## src/rtl/ctrl_pkg.sv

```systemverilog
// Shared encodings for the pipeline control path: opcodes, functs, ALU ops, memory ops,
// exception causes and the control bundles carried down the pipe.
package ctrl_pkg;

    localparam int ALUC_BITS = 4;

    localparam logic [5:0] OP_RTYPE  = 6'b000000;
    localparam logic [5:0] OP_REGIMM = 6'b000001;
    localparam logic [5:0] OP_J      = 6'b000010;
    localparam logic [5:0] OP_JAL    = 6'b000011;
    localparam logic [5:0] OP_BEQ    = 6'b000100;
    localparam logic [5:0] OP_BNE    = 6'b000101;
    localparam logic [5:0] OP_ADDI   = 6'b001000;
    localparam logic [5:0] OP_ADDIU  = 6'b001001;
    localparam logic [5:0] OP_SLTI   = 6'b001010;
    localparam logic [5:0] OP_SLTIU  = 6'b001011;
    localparam logic [5:0] OP_ANDI   = 6'b001100;
    localparam logic [5:0] OP_ORI    = 6'b001101;
    localparam logic [5:0] OP_XORI   = 6'b001110;
    localparam logic [5:0] OP_LUI    = 6'b001111;
    localparam logic [5:0] OP_COP0   = 6'b010000;
    localparam logic [5:0] OP_LB     = 6'b100000;
    localparam logic [5:0] OP_LH     = 6'b100001;
    localparam logic [5:0] OP_LW     = 6'b100011;
    localparam logic [5:0] OP_LBU    = 6'b100100;
    localparam logic [5:0] OP_LHU    = 6'b100101;
    localparam logic [5:0] OP_SB     = 6'b101000;
    localparam logic [5:0] OP_SH     = 6'b101001;
    localparam logic [5:0] OP_SW     = 6'b101011;

    localparam logic [5:0] F_SLL  = 6'b000000, F_SRL  = 6'b000010, F_SRA   = 6'b000011;
    localparam logic [5:0] F_SLLV = 6'b000100, F_SRLV = 6'b000110, F_SRAV  = 6'b000111;
    localparam logic [5:0] F_JR   = 6'b001000, F_JALR = 6'b001001;
    localparam logic [5:0] F_SYSCALL = 6'b001100, F_BREAK = 6'b001101;
    localparam logic [5:0] F_MFHI = 6'b010000, F_MTHI = 6'b010001;
    localparam logic [5:0] F_MFLO = 6'b010010, F_MTLO = 6'b010011;
    localparam logic [5:0] F_ERET = 6'b011000;
    localparam logic [5:0] F_MULT = 6'b011000, F_MULTU = 6'b011001;
    localparam logic [5:0] F_DIV  = 6'b011010, F_DIVU  = 6'b011011;
    localparam logic [5:0] F_ADD  = 6'b100000, F_ADDU  = 6'b100001;
    localparam logic [5:0] F_SUB  = 6'b100010, F_SUBU  = 6'b100011;
    localparam logic [5:0] F_AND  = 6'b100100, F_OR    = 6'b100101;
    localparam logic [5:0] F_XOR  = 6'b100110, F_NOR   = 6'b100111;
    localparam logic [5:0] F_SLT  = 6'b101010, F_SLTU  = 6'b101011;

    localparam logic [ALUC_BITS-1:0] ALUC_ADD = 4'd0,  ALUC_SUB  = 4'd1,  ALUC_AND = 4'd2;
    localparam logic [ALUC_BITS-1:0] ALUC_OR  = 4'd3,  ALUC_XOR  = 4'd4,  ALUC_NOR = 4'd5;
    localparam logic [ALUC_BITS-1:0] ALUC_SLT = 4'd6,  ALUC_SLTU = 4'd7,  ALUC_SLL = 4'd8;
    localparam logic [ALUC_BITS-1:0] ALUC_SRL = 4'd9,  ALUC_SRA  = 4'd10, ALUC_LUI = 4'd11;

    localparam logic [2:0] MEMOP_W  = 3'b000, MEMOP_H   = 3'b001, MEMOP_B  = 3'b010;
    localparam logic [2:0] MEMOP_LH = 3'b100, MEMOP_LHU = 3'b101;
    localparam logic [2:0] MEMOP_LB = 3'b110, MEMOP_LBU = 3'b111;

    localparam logic [1:0] EXT_SIGN = 2'b00, EXT_ZERO = 2'b01, EXT_LUI = 2'b10;

    localparam logic [4:0] EXC_SYS = 5'd8, EXC_BP = 5'd9, EXC_RI = 5'd10;

    typedef enum logic {DIV_IDLE, DIV_BUSY} div_state_t;

    typedef struct packed {
        logic                 regwrite;
        logic                 regdst;
        logic                 alusrc;
        logic                 memtoreg;
        logic                 memwrite;
        logic                 hassign;
        logic [ALUC_BITS-1:0] alucontrol;
        logic [1:0]           hilo_en;
        logic [1:0]           hilo_mf;
        logic [2:0]           mem_op;
        logic                 div;
        logic                 eret;
    } ctrl_bundle_t;

    typedef struct packed {
        logic sys;
        logic bp;
        logic ri;
    } exc_t;

    typedef struct packed {
        logic       memtoreg;
        logic       memwrite;
        logic       regwrite;
        logic [2:0] mem_op;
        logic       eret;
        exc_t       exc;
    } m_bundle_t;

    typedef struct packed {
        logic memtoreg;
        logic regwrite;
    } w_bundle_t;

    function automatic logic [4:0] exc_cause(input exc_t e);
        if (e.sys)     return EXC_SYS;
        else if (e.bp) return EXC_BP;
        else if (e.ri) return EXC_RI;
        else           return 5'd0;
    endfunction

endpackage

```

## src/rtl/pipeline_ctrl_unit_if.sv

```systemverilog
// Bus between the control unit (slave) and the decode/datapath/hazard/CP0 side (master).
interface pipeline_ctrl_unit_if #(
    parameter int ALUC_W  = 4,
    parameter int CAUSE_W = 5
);
    logic [5:0]         opD, functD;
    logic [4:0]         rtD;
    logic               equalD, stallE_i, flushE_i;
    logic               pcsrcD, branchD, jumpD;
    logic [1:0]         ext_typeD;
    logic               memtoregE, alusrcE, regdstE, regwriteE, hassignE;
    logic [ALUC_W-1:0]  alucontrolE;
    logic [1:0]         hilo_enE, hilo_mfE;
    logic               div_stall_o;
    logic               memtoregM, memwriteM, regwriteM;
    logic [2:0]         mem_opM;
    logic               memtoregW, regwriteW;
    logic               exception_o;
    logic [CAUSE_W-1:0] cause_o;
    logic               eret_o, flush_all_o;

    modport slave (
        input  opD, functD, rtD, equalD, stallE_i, flushE_i,
        output pcsrcD, branchD, jumpD, ext_typeD,
        output memtoregE, alusrcE, regdstE, regwriteE, hassignE, alucontrolE, hilo_enE, hilo_mfE,
        output div_stall_o, memtoregM, memwriteM, regwriteM, mem_opM, memtoregW, regwriteW,
        output exception_o, cause_o, eret_o, flush_all_o
    );

    modport master (
        output opD, functD, rtD, equalD, stallE_i, flushE_i,
        input  pcsrcD, branchD, jumpD, ext_typeD,
        input  memtoregE, alusrcE, regdstE, regwriteE, hassignE, alucontrolE, hilo_enE, hilo_mfE,
        input  div_stall_o, memtoregM, memwriteM, regwriteM, mem_opM, memtoregW, regwriteW,
        input  exception_o, cause_o, eret_o, flush_all_o
    );
endinterface

```

## src/rtl/ctrl_decode.sv

```systemverilog
// Combinational D-stage decode of op/funct/rt into the control bundle and exception flags.
// CTRL_ERET_EN: when defined, COP0 funct 011000 decodes as ERET instead of reserved.
module ctrl_decode
    import ctrl_pkg::*;
(
    input  logic [5:0]   op_i,
    input  logic [5:0]   funct_i,
    input  logic [4:0]   rt_i,
    input  logic         equal_i,
    output ctrl_bundle_t ctrl_o,
    output exc_t         exc_o,
    output logic         branch_o,
    output logic         jump_o,
    output logic         pcsrc_o,
    output logic [1:0]   ext_type_o
);
    logic taken;

    always_comb begin
        ctrl_o     = '0;
        exc_o      = '0;
        branch_o   = 1'b0;
        jump_o     = 1'b0;
        taken      = 1'b0;
        ext_type_o = EXT_SIGN;
        case (op_i)
            OP_RTYPE: begin
                ctrl_o.regwrite = 1'b1;
                ctrl_o.regdst   = 1'b1;
                case (funct_i)
                    F_ADD:  begin ctrl_o.alucontrol = ALUC_ADD; ctrl_o.hassign = 1'b1; end
                    F_ADDU: ctrl_o.alucontrol = ALUC_ADD;
                    F_SUB:  begin ctrl_o.alucontrol = ALUC_SUB; ctrl_o.hassign = 1'b1; end
                    F_SUBU: ctrl_o.alucontrol = ALUC_SUB;
                    F_AND:  ctrl_o.alucontrol = ALUC_AND;
                    F_OR:   ctrl_o.alucontrol = ALUC_OR;
                    F_XOR:  ctrl_o.alucontrol = ALUC_XOR;
                    F_NOR:  ctrl_o.alucontrol = ALUC_NOR;
                    F_SLT:  begin ctrl_o.alucontrol = ALUC_SLT; ctrl_o.hassign = 1'b1; end
                    F_SLTU: ctrl_o.alucontrol = ALUC_SLTU;
                    F_SLL, F_SLLV: ctrl_o.alucontrol = ALUC_SLL;
                    F_SRL, F_SRLV: ctrl_o.alucontrol = ALUC_SRL;
                    F_SRA, F_SRAV: ctrl_o.alucontrol = ALUC_SRA;
                    F_JR:   begin ctrl_o.regwrite = 1'b0; jump_o = 1'b1; end
                    F_JALR: jump_o = 1'b1;
                    F_MFHI: ctrl_o.hilo_mf = 2'b10;
                    F_MFLO: ctrl_o.hilo_mf = 2'b01;
                    F_MTHI: begin ctrl_o.regwrite = 1'b0; ctrl_o.hilo_en = 2'b10; end
                    F_MTLO: begin ctrl_o.regwrite = 1'b0; ctrl_o.hilo_en = 2'b01; end
                    F_MULT, F_MULTU, F_DIV, F_DIVU: begin
                        ctrl_o.regwrite = 1'b0;
                        ctrl_o.hilo_en  = 2'b11;
                        ctrl_o.hassign  = (funct_i == F_MULT) || (funct_i == F_DIV);
                        ctrl_o.div      = (funct_i == F_DIV) || (funct_i == F_DIVU);
                    end
                    F_SYSCALL: exc_o.sys = 1'b1;
                    F_BREAK:   exc_o.bp  = 1'b1;
                    default:   exc_o.ri  = 1'b1;
                endcase
            end
            // For REGIMM the datapath comparator reports rs<0 on equal_i; rt[0] selects BGEZ.
            OP_REGIMM: begin
                if (rt_i == 5'd0 || rt_i == 5'd1) begin
                    branch_o = 1'b1;
                    taken    = equal_i ^ rt_i[0];
                end else begin
                    exc_o.ri = 1'b1;
                end
            end
            OP_J:   jump_o = 1'b1;
            OP_JAL: begin jump_o = 1'b1; ctrl_o.regwrite = 1'b1; end
            OP_BEQ: begin branch_o = 1'b1; taken = equal_i;  end
            OP_BNE: begin branch_o = 1'b1; taken = ~equal_i; end
            OP_ADDI, OP_ADDIU, OP_SLTI, OP_SLTIU, OP_ANDI, OP_ORI, OP_XORI, OP_LUI: begin
                ctrl_o.regwrite = 1'b1;
                ctrl_o.alusrc   = 1'b1;
                case (op_i)
                    OP_ADDI:  begin ctrl_o.alucontrol = ALUC_ADD; ctrl_o.hassign = 1'b1; end
                    OP_SLTI:  begin ctrl_o.alucontrol = ALUC_SLT; ctrl_o.hassign = 1'b1; end
                    OP_SLTIU: ctrl_o.alucontrol = ALUC_SLTU;
                    OP_ANDI:  begin ctrl_o.alucontrol = ALUC_AND; ext_type_o = EXT_ZERO; end
                    OP_ORI:   begin ctrl_o.alucontrol = ALUC_OR;  ext_type_o = EXT_ZERO; end
                    OP_XORI:  begin ctrl_o.alucontrol = ALUC_XOR; ext_type_o = EXT_ZERO; end
                    OP_LUI:   begin ctrl_o.alucontrol = ALUC_LUI; ext_type_o = EXT_LUI;  end
                    default:  ctrl_o.alucontrol = ALUC_ADD;
                endcase
            end
            OP_COP0: begin
`ifdef CTRL_ERET_EN
                if (funct_i == F_ERET) ctrl_o.eret = 1'b1;
                else                   exc_o.ri    = 1'b1;
`else
                exc_o.ri = 1'b1;
`endif
            end
            OP_LB, OP_LH, OP_LW, OP_LBU, OP_LHU: begin
                ctrl_o.regwrite = 1'b1;
                ctrl_o.alusrc   = 1'b1;
                ctrl_o.memtoreg = 1'b1;
                case (op_i)
                    OP_LB:   ctrl_o.mem_op = MEMOP_LB;
                    OP_LBU:  ctrl_o.mem_op = MEMOP_LBU;
                    OP_LH:   ctrl_o.mem_op = MEMOP_LH;
                    OP_LHU:  ctrl_o.mem_op = MEMOP_LHU;
                    default: ctrl_o.mem_op = MEMOP_W;
                endcase
            end
            OP_SB, OP_SH, OP_SW: begin
                ctrl_o.alusrc   = 1'b1;
                ctrl_o.memwrite = 1'b1;
                case (op_i)
                    OP_SB:   ctrl_o.mem_op = MEMOP_B;
                    OP_SH:   ctrl_o.mem_op = MEMOP_H;
                    default: ctrl_o.mem_op = MEMOP_W;
                endcase
            end
            default: exc_o.ri = 1'b1;
        endcase
        // A trapping instruction must not write anything or redirect fetch.
        if (|exc_o) begin
            ctrl_o     = '0;
            branch_o   = 1'b0;
            jump_o     = 1'b0;
            taken      = 1'b0;
            ext_type_o = EXT_SIGN;
        end
        pcsrc_o = branch_o & taken;
    end
endmodule

```

## src/rtl/pipeline_ctrl_unit.sv

```systemverilog
// Pipeline control unit: D decode, E/M/W control registers, divider interlock and M-stage
// exception resolution. CTRL_ERET_EN enables ERET decode and the eret_o output.
module pipeline_ctrl_unit
    import ctrl_pkg::*;
#(
    parameter int ALUC_W     = 4,
    parameter int DIV_CYCLES = 32,
    parameter int CAUSE_W    = 5
) (
    input  logic                clk,
    input  logic                rst,
    pipeline_ctrl_unit_if.slave bus
);
    localparam logic [5:0] DIV_LAST = 6'(DIV_CYCLES - 1);

    ctrl_bundle_t ctrlD, e_ctrl_q, e_ctrl_d;
    exc_t         excD, e_exc_q, e_exc_d;
    m_bundle_t    m_q, m_d;
    w_bundle_t    w_q, w_d;
    div_state_t   div_state_q;
    logic [5:0]   div_cnt_q;
    logic         exc_m, flush_all, div_stall, hold_e;

    ctrl_decode u_decode (
        .op_i       (bus.opD),
        .funct_i    (bus.functD),
        .rt_i       (bus.rtD),
        .equal_i    (bus.equalD),
        .ctrl_o     (ctrlD),
        .exc_o      (excD),
        .branch_o   (bus.branchD),
        .jump_o     (bus.jumpD),
        .pcsrc_o    (bus.pcsrcD),
        .ext_type_o (bus.ext_typeD)
    );

    assign exc_m     = |m_q.exc;
    assign flush_all = exc_m | m_q.eret;
    assign div_stall = ~flush_all &
                       (((div_state_q == DIV_IDLE) && e_ctrl_q.div) ||
                        ((div_state_q == DIV_BUSY) && (div_cnt_q != DIV_LAST)));
    assign hold_e    = bus.stallE_i | div_stall;

    always_comb begin
        e_ctrl_d = e_ctrl_q;
        e_exc_d  = e_exc_q;
        if (flush_all || bus.flushE_i) begin
            e_ctrl_d = '0;
            e_exc_d  = '0;
        end else if (!hold_e) begin
            e_ctrl_d = ctrlD;
            e_exc_d  = excD;
        end
    end

    // E -> M: a held E stage sends a bubble forward
    always_comb begin
        m_d = '0;
        if (!flush_all && !hold_e) begin
            m_d.memtoreg = e_ctrl_q.memtoreg;
            m_d.memwrite = e_ctrl_q.memwrite;
            m_d.regwrite = e_ctrl_q.regwrite;
            m_d.mem_op   = e_ctrl_q.mem_op;
            m_d.eret     = e_ctrl_q.eret;
            m_d.exc      = e_exc_q;
        end
    end

    // M -> W: the faulting instruction never commits its register write
    always_comb begin
        w_d.memtoreg = m_q.memtoreg;
        w_d.regwrite = m_q.regwrite & ~exc_m;
    end

    always_ff @(posedge clk) begin
        if (!rst) begin
            e_ctrl_q <= '0;
            e_exc_q  <= '0;
            m_q      <= '0;
            w_q      <= '0;
        end else begin
            e_ctrl_q <= e_ctrl_d;
            e_exc_q  <= e_exc_d;
            m_q      <= m_d;
            w_q      <= w_d;
        end
    end

    // The IDLE cycle in which DIV is first seen counts as cycle 0, so BUSY starts at 1.
    always_ff @(posedge clk) begin
        if (!rst || flush_all || bus.flushE_i) begin
            div_state_q <= DIV_IDLE;
            div_cnt_q   <= 6'd0;
        end else begin
            case (div_state_q)
                DIV_IDLE: begin
                    if (e_ctrl_q.div) begin
                        div_state_q <= DIV_BUSY;
                        div_cnt_q   <= 6'd1;
                    end
                end
                DIV_BUSY: begin
                    if (div_cnt_q == DIV_LAST) begin
                        if (!bus.stallE_i) begin
                            div_state_q <= DIV_IDLE;
                            div_cnt_q   <= 6'd0;
                        end
                    end else begin
                        div_cnt_q <= div_cnt_q + 6'd1;
                    end
                end
                default: begin
                    div_state_q <= DIV_IDLE;
                    div_cnt_q   <= 6'd0;
                end
            endcase
        end
    end

    assign bus.memtoregE   = e_ctrl_q.memtoreg;
    assign bus.alusrcE     = e_ctrl_q.alusrc;
    assign bus.regdstE     = e_ctrl_q.regdst;
    assign bus.regwriteE   = e_ctrl_q.regwrite;
    assign bus.hassignE    = e_ctrl_q.hassign;
    assign bus.alucontrolE = ALUC_W'(e_ctrl_q.alucontrol);
    assign bus.hilo_enE    = e_ctrl_q.hilo_en;
    assign bus.hilo_mfE    = e_ctrl_q.hilo_mf;
    assign bus.div_stall_o = div_stall;
    assign bus.memtoregM   = m_q.memtoreg;
    assign bus.memwriteM   = m_q.memwrite & ~exc_m;
    assign bus.regwriteM   = m_q.regwrite;
    assign bus.mem_opM     = m_q.mem_op;
    assign bus.memtoregW   = w_q.memtoreg;
    assign bus.regwriteW   = w_q.regwrite;
    assign bus.exception_o = exc_m;
    assign bus.cause_o     = CAUSE_W'(exc_cause(m_q.exc));
    assign bus.flush_all_o = flush_all;
`ifdef CTRL_ERET_EN
    assign bus.eret_o      = m_q.eret;
`else
    assign bus.eret_o      = 1'b0;
`endif
endmodule

```

## src/flat_wrapper.sv

```systemverilog
// flat-port wrapper written by rule: the top's interface ports become plain ports
module pipeline_ctrl_unit_flat import ctrl_pkg::*;
#(
    parameter int ALUC_W     = 4,
    parameter int DIV_CYCLES = 32,
    parameter int CAUSE_W    = 5
)
  (clk, rst, bus_opD, bus_functD, bus_rtD, bus_equalD, bus_stallE_i, bus_flushE_i, bus_pcsrcD, bus_branchD, bus_jumpD, bus_ext_typeD, bus_memtoregE, bus_alusrcE, bus_regdstE, bus_regwriteE, bus_hassignE, bus_alucontrolE, bus_hilo_enE, bus_hilo_mfE, bus_div_stall_o, bus_memtoregM, bus_memwriteM, bus_regwriteM, bus_mem_opM, bus_memtoregW, bus_regwriteW, bus_exception_o, bus_cause_o, bus_eret_o, bus_flush_all_o);
  pipeline_ctrl_unit_if #(.ALUC_W(ALUC_W), .CAUSE_W(CAUSE_W)) bus_i ();
  input  logic clk;
  input  logic rst;
  input wire logic [$bits(bus_i.opD)-1:0] bus_opD;
  input wire logic [$bits(bus_i.functD)-1:0] bus_functD;
  input wire logic [$bits(bus_i.rtD)-1:0] bus_rtD;
  input wire logic [$bits(bus_i.equalD)-1:0] bus_equalD;
  input wire logic [$bits(bus_i.stallE_i)-1:0] bus_stallE_i;
  input wire logic [$bits(bus_i.flushE_i)-1:0] bus_flushE_i;
  output wire logic [$bits(bus_i.pcsrcD)-1:0] bus_pcsrcD;
  output wire logic [$bits(bus_i.branchD)-1:0] bus_branchD;
  output wire logic [$bits(bus_i.jumpD)-1:0] bus_jumpD;
  output wire logic [$bits(bus_i.ext_typeD)-1:0] bus_ext_typeD;
  output wire logic [$bits(bus_i.memtoregE)-1:0] bus_memtoregE;
  output wire logic [$bits(bus_i.alusrcE)-1:0] bus_alusrcE;
  output wire logic [$bits(bus_i.regdstE)-1:0] bus_regdstE;
  output wire logic [$bits(bus_i.regwriteE)-1:0] bus_regwriteE;
  output wire logic [$bits(bus_i.hassignE)-1:0] bus_hassignE;
  output wire logic [$bits(bus_i.alucontrolE)-1:0] bus_alucontrolE;
  output wire logic [$bits(bus_i.hilo_enE)-1:0] bus_hilo_enE;
  output wire logic [$bits(bus_i.hilo_mfE)-1:0] bus_hilo_mfE;
  output wire logic [$bits(bus_i.div_stall_o)-1:0] bus_div_stall_o;
  output wire logic [$bits(bus_i.memtoregM)-1:0] bus_memtoregM;
  output wire logic [$bits(bus_i.memwriteM)-1:0] bus_memwriteM;
  output wire logic [$bits(bus_i.regwriteM)-1:0] bus_regwriteM;
  output wire logic [$bits(bus_i.mem_opM)-1:0] bus_mem_opM;
  output wire logic [$bits(bus_i.memtoregW)-1:0] bus_memtoregW;
  output wire logic [$bits(bus_i.regwriteW)-1:0] bus_regwriteW;
  output wire logic [$bits(bus_i.exception_o)-1:0] bus_exception_o;
  output wire logic [$bits(bus_i.cause_o)-1:0] bus_cause_o;
  output wire logic [$bits(bus_i.eret_o)-1:0] bus_eret_o;
  output wire logic [$bits(bus_i.flush_all_o)-1:0] bus_flush_all_o;
  assign bus_i.opD = bus_opD;
  assign bus_i.functD = bus_functD;
  assign bus_i.rtD = bus_rtD;
  assign bus_i.equalD = bus_equalD;
  assign bus_i.stallE_i = bus_stallE_i;
  assign bus_i.flushE_i = bus_flushE_i;
  assign bus_pcsrcD = bus_i.pcsrcD;
  assign bus_branchD = bus_i.branchD;
  assign bus_jumpD = bus_i.jumpD;
  assign bus_ext_typeD = bus_i.ext_typeD;
  assign bus_memtoregE = bus_i.memtoregE;
  assign bus_alusrcE = bus_i.alusrcE;
  assign bus_regdstE = bus_i.regdstE;
  assign bus_regwriteE = bus_i.regwriteE;
  assign bus_hassignE = bus_i.hassignE;
  assign bus_alucontrolE = bus_i.alucontrolE;
  assign bus_hilo_enE = bus_i.hilo_enE;
  assign bus_hilo_mfE = bus_i.hilo_mfE;
  assign bus_div_stall_o = bus_i.div_stall_o;
  assign bus_memtoregM = bus_i.memtoregM;
  assign bus_memwriteM = bus_i.memwriteM;
  assign bus_regwriteM = bus_i.regwriteM;
  assign bus_mem_opM = bus_i.mem_opM;
  assign bus_memtoregW = bus_i.memtoregW;
  assign bus_regwriteW = bus_i.regwriteW;
  assign bus_exception_o = bus_i.exception_o;
  assign bus_cause_o = bus_i.cause_o;
  assign bus_eret_o = bus_i.eret_o;
  assign bus_flush_all_o = bus_i.flush_all_o;
  pipeline_ctrl_unit #(.ALUC_W(ALUC_W), .DIV_CYCLES(DIV_CYCLES), .CAUSE_W(CAUSE_W)) u_core (.clk(clk), .rst(rst), .bus(bus_i));
endmodule
```

## config.mk

```make
export PLATFORM = sky130hd
export DESIGN_NAME = pipeline_ctrl_unit_flat
export DESIGN_NICKNAME = d
export VERILOG_FILES = /design/src/rtl/ctrl_pkg.sv /design/src/rtl/pipeline_ctrl_unit_if.sv /design/src/rtl/ctrl_decode.sv /design/src/rtl/pipeline_ctrl_unit.sv /design/src/flat_wrapper.sv
export SDC_FILE = /design/constraint.sdc
export NUM_CORES = 1
export LEC_CHECK = 0
export ABC_AREA = 1
export BUFFER_PORTS_ARGS = -buffer_cell sky130_fd_sc_hd__buf_4
export CORE_MARGIN = 10
export CORE_UTILIZATION = 58
export DETAILED_ROUTE_END_ITERATION = 12
export GPL_TIMING_DRIVEN = 0
export PLACE_DENSITY = 0.95
export SYNTH_ARGS = -nofsm -noshare
export SYNTH_HDL_FRONTEND = slang
export SYNTH_SLANG_ARGS = --single-unit
```

## constraint.sdc

```tcl
create_clock -name clk -period 2.74 [get_ports clk]
set_input_delay 0.411 -clock clk [delete_from_list [all_inputs] [get_ports clk]]
set_output_delay 0.411 -clock clk [all_outputs]
set_load 0.03 [all_outputs]
```

# After elaboration in Yosys (flattened, before gate mapping)
# Cells that the tools add are included.
# classes
shifts	0
magnitude_cmp	0
reduce_logical	40
n_eq_ne	53
add_sub_neg	1
div	0
n_mul	0
n_bitwise	12
muxes	49
# ops
cell	n
$eq A6 B6 Y1 const B	18
$eq A6 B4 Y1 const B	12
$eq A6 B5 Y1 const B	9
$pmux W4 S10	1
$eq A6 B3 Y1 const B	5
$reduce_or A28 Y1	1
$eq A6 B2 Y1 const B	4
$pmux W4 S6	1
$mux W1	21
$reduce_or A20 Y1	1
$mux W19	1
$mux W6	3
$reduce_or A2 Y1	9
$reduce_or A16 Y1	1
$reduce_or A3 Y1	5
$reduce_or A14 Y1	1
$logic_not A6 Y1	2
$pmux W2 S2	3
$pmux W3 S4	1
$pmux W6 S2	1
$mux W5	2
$pmux W1 S2	5
$pmux W5 S2	1
$mux W4	2
23 further kinds	45
# totals
latchBits	0
wordCells	182
ramBits	0
mem_bits_ro	0
n_memories	0
output_inout_bits	35
register_bits	41
in_bits	22

# Logic depth before layout (Yosys ltp)
# depth
word_depth	8
mapped_depth	11
depth_no_buf	10

# Cells and area by module
# From an unflattened synthesis, not the netlist that was laid out.
# unflattened
hier_cells	421
area_unflattened_um2	2727.6
# modules_own_cells
mod	area_per_inst_um2	seq_area_each_um2	instances	cells_per_inst
pipeline_ctrl_unit	1926.8	820.8	1	265
ctrl_decode	800.8	0.0	1	156

# Worst setup path before layout
# Ideal clock, no wire load.
# synth_path
kind	in2out
startpoint	input bus_opD[5]
endpoint	output bus_jumpD
setup_slack_ps	890
required_ps	2329
n_path_buf	0
path_stages	5
t_arrival_ps	1439
cell_sequence	nor2_4 nand2_4 nor2_8 inv_2 o22ai_1
# synth_between
elab_chain_len	5
word_cells_on_any_way	29
classes_between	eq/ne (21); mux (4); reduce/logical (4)
# synth_lines
item	line_no	rtl
start: declaration	flat_wrapper.sv:12	input wire logic [$bits(bus_i.opD)-1:0] bus_opD;
$eq A6 B6 Y1, or another cell as far along	ctrl_decode.sv:26	case (op_i)
$reduce_or A20 Y1 (no line)	--	
$pmux W1 S3	ctrl_decode.sv:26	
$reduce_or A3 Y1	ctrl_decode.sv:120	if (|exc_o) begin
$mux W1 *	ctrl_decode.sv:120	
end: declaration	flat_wrapper.sv:20	output wire logic [$bits(bus_i.jumpD)-1:0] bus_jumpD;
# Mark *: on every way between the ends. The rest lies on a longest branch, timed or not.

# Worst setup path after layout
# layout_path
startpoint	register u_core.div_cnt_q[0]
endpoint	output bus_div_stall_o
# layout_between
elab_chain_len	4
# layout_lines
item	line_no	rtl
start: declaration	pipeline_ctrl_unit.sv:21	logic [5:0] div_cnt_q;
start signal: assignment	pipeline_ctrl_unit.sv:109	div_cnt_q <= div_cnt_q + 6'd1;
$ne A6 B5 Y1	pipeline_ctrl_unit.sv:41	((div_state_q == DIV_BUSY) && (div_cnt_q != DIV_LAST)));
$logic_and A1 B1 Y1	pipeline_ctrl_unit.sv:41	
$logic_or A1 B1 Y1	pipeline_ctrl_unit.sv:40	(((div_state_q == DIV_IDLE) && e_ctrl_q.div) ||
$and A1 B1 Y1	pipeline_ctrl_unit.sv:39	assign div_stall = ~flush_all &
end: declaration	flat_wrapper.sv:30	output wire logic [$bits(bus_i.div_stall_o)-1:0] bus_div_stall_o;
# No other way between the ends.

==> flow_summary.ini <==
[outcome]
outcome = finished, final reports clean

[detailed_routing]
postRouteAntennaNets = 0
wl_mm = 6.06
num_vias = 2382
drtIter0Drc = 142
wl_per_cell_um = 13.5
vias_per_cell = 5.29
drt_pass1_iterations = 4
drc_errors = 0

[clock_network]
cts.sinks = 39
cts_resized = 0
clkTransAtPathRegs_ns = 0.07
h-tree-depth = 2
clk_path_buf_depth = 2
cts_made_buffers = 5
ctsHoldBuffers = 0
tritoncts = done
cts_setup_buffers = 0
insertion_delay_ns = 0.29
cts-root-buf = clkbuf_8

[floorplanning]
die-area_um2 = 7020
die_w_um = 83.8
die_h_um = 83.8
ios = 57
rows = 23
initial_core_util_pct = 59.4
core_area_um2 = 3970

[power_and_ir_drop]
powerDensity_nw_per_um2 = 427
netSwitchingPower_mw = 0.319
p_sw_share_pct = 25.5
p_int_mw = 0.934
pwr-share-seq_pct = 45.8
share_comb_of_total_power_pct = 15.0
vdd_drop_max_mv = 0.236
pwr-share-clk_pct = 39.2
leakage_nw = 1.28

[setup_path]
start_kind = flip-flop
end_kind = primary output
cp_data_arrival_time_ns = 1.59
critPathLaunch = u_core.div_cnt_q[0]
crit_top_cell = nand3_1
crit_path_max_incr_delay_ns = 0.38
reg2reg_from = u_core.div_cnt_q[0]
worst_path_dominant_cell_family = simple AND/OR/NAND/NOR gates
worst-path-max-fanout = 4
cp_cell_sequence = ha_1, nand3_1, nor2_1, nand3_1, nand3_2, inv_1, buf_4
crit_required_ns = 2.33
critical_path_class = flip-flop to primary output
critPathBufInv = 2
cpMaxStageDelayCell = dfxtp_1

[global_route]
use_met2_pct = 28.6
antenna_found_initial = 0
grt_max_degree = 13
grt_pass1_vias = 2311
grt_pass1_wl_mm = 10.3
grt_use_met3_pct = 5.57
met1_usage_pct = 19.6
groute.usage.overall_pct = 17.0
top_usage_layer = met2
grt.overflow.total = 0

[sta]
fin_skew_ns = 0.00832
period_minus_slack_ns = 2.00
grt_setup_unrepaired = false
fin_setup_tns_ns = 0
hold_viol_final = 0
maxSlewViolCount = 0
clock.fmax_mhz = 500
final.period_utilization_pct = 73.0
setup_viol = 0

[layout]
n_antenna_cell = 0
nFillCells = 334
final_util_pct = 73.9
drive_gt1_share_pct = 30.0
multi_input_area_um2 = 1230
regArea_um2 = 781
areaGrowthSynthToFinish_pct = 24.5
fin_nets = 422

[synth]
synth_edf_count = 0
synth_warnings = 0
synthCells = 338
yosys_most_used_dff = dfxtp_1
async_flop_share_pct = 0
ys_types = 40
synth_area_per_cell_um2 = 6.98
ys_seq_area_share_pct = 33.1
synth-seq-cells = 39
synth_area_um2 = 2360

[placed_design]
hpwl_mm = 4.89
place_congestion = 0.940
portBuffers = 52

[worst_hold_path]
hp-start = rst
hp-class = input pin to flip-flop

[flow_run]
drv_cap = 0
==> per-layer routing <==
layer  wire [um]  part of all wire (%)
met1        2630                    43
met2        2890                    48
met3         422                   7.0
met4         119                   2.0
met5           0                     0
==> synthesized netlist by cell type (2+ instances only) <==
cell type   n  area (um2)
a21oi_1    32         160
a31oi_1     2        12.5
buf_2       3        15.0
buf_4      17         128
buf_6       4        45.0
dfxtp_1    39         781
inv_1      36         135
inv_2       8        30.0
nand2_1    54         203
nand2_4     4        45.0
nand3_1    30         150
nand3_2     3        30.0
nand4_1     5        31.3
nor2_1     40         150
nor2_2      7        43.8
nor2_4      4        45.0
nor3_1      4        20.0
nor4_1      2        12.5
o211ai_1    2        15.0
o21ai_0    18        90.1
o21ai_1     5        25.0
==> flip-flops by register name (all words and copies together), names as in the netlist, 2 cells and up <==
signal,count
u_core.bus.hilo_mfE,2
u_core.bus.mem_opM,3
u_core.e_exc_q,3
u_core.bus.hilo_enE,2
u_core.m_q,4
u_core.bus.alucontrolE,4
u_core.e_ctrl_q,5
u_core.div_cnt_q,6
==> worst min-delay path, delay by kind of cell <==
kind          cells  cell delay (ns)
buf+inv           2             0.16
simple gates      1             0.05
==> path summary, 6_finish.rpt <==
kind | to | slack [ns] | cells past startpoint
setup / recovery | bus_div_stall_o | 0.74 | 7
hold / removal | u_core.bus.memtoregW | 0.37 | 3
hold reg to reg | u_core.bus.mem_opM[1] | 0.43 | 2
setup reg to reg | u_core.e_ctrl_q[3] | 0.96 | 10
==> per-stage QoR <==
| stage | cells | hold WS [ns] | worst slack (ns) | total power [mW] | area [um2] |
|---|---|---|---|---|---|
| final | 450 | 0.373 | 0.739 | 1.25 | 2940 |
| after global routing | 450 | 0.369 | 0.639 | 1.30 | 2940 |
| after CTS | 450 | 0.371 | 0.750 | 1.26 | 2940 |
| after detailed placement | 442 | 0.423 | 0.822 | 0.773 | 2820 |
| after global placement | 442 | 0.416 | 0.805 | 0.770 | 2820 |
| after floorplan | 340 | 0.408 | 0.890 | 0.706 | 2370 |
==> final cells by class <==
| type | instances | share of cell area, % |
|---|---|---|
| multi-input cells | 232 | 41.8 |
| clock inverters | 2 | 1.19 |
| well taps | 50 | 2.13 |
| plain buffers | 24 | 6.39 |
| clock buffers | 6 | 2.81 |
| flip-flops and latches | 39 | 26.6 |
| inverters | 45 | 5.84 |
| repair buffers | 52 | 13.3 |
==> placed cells by master (no fill, tap or decap), drive strengths merged <==
| cell | instances |
|---|---|
| nand4 | 5 |
| o22ai | 1 |
| a211oi | 1 |
| clkbuf | 6 |
| nand3 | 34 |
| nand2 | 59 |
| o221ai | 1 |
| nor2 | 52 |
| buf | 76 |
| o21ai | 23 |
| inv | 45 |
| and3 | 1 |
| nor3 | 6 |
| o211ai | 3 |
| nor4 | 3 |
| o31ai | 1 |
| a31oi | 2 |
| dfxtp | 39 |
| clkinv | 1 |
| xnor2 | 1 |
| ha | 1 |
| or2 | 2 |
| conb | 3 |
| bufinv | 1 |
| a21oi | 33 |
==> power by group through the flow <==
stage	Sequential [mW]	Combinational [mW]	Clock, mW
final	0.574	0.188	0.491
after floorplan	0.590	0.116	0
after global placement	0.587	0.183	0
after global routing	0.575	0.204	0.523
after detailed placement	0.588	0.185	0
after CTS	0.574	0.186	0.496
==> cells by family (layout without fill, tap and decap cells) <==
family / count (synthesis) / in the layout / share of synthesized area [%]
AO/OA/AOI/OAI: 65 / 65 / 15.3
XOR/XNOR: 1 / 1 / 0.371
adder cells (fa/ha/maj): 1 / 1 / 0.530
buffers and inverters: 69 / 129 / 15.2
flip-flops: 39 / 39 / 33.1
other: 1 / 3 / 0.159
AND/OR/NAND/NOR: 162 / 162 / 35.3
Power figures use the tool's default switching activity.
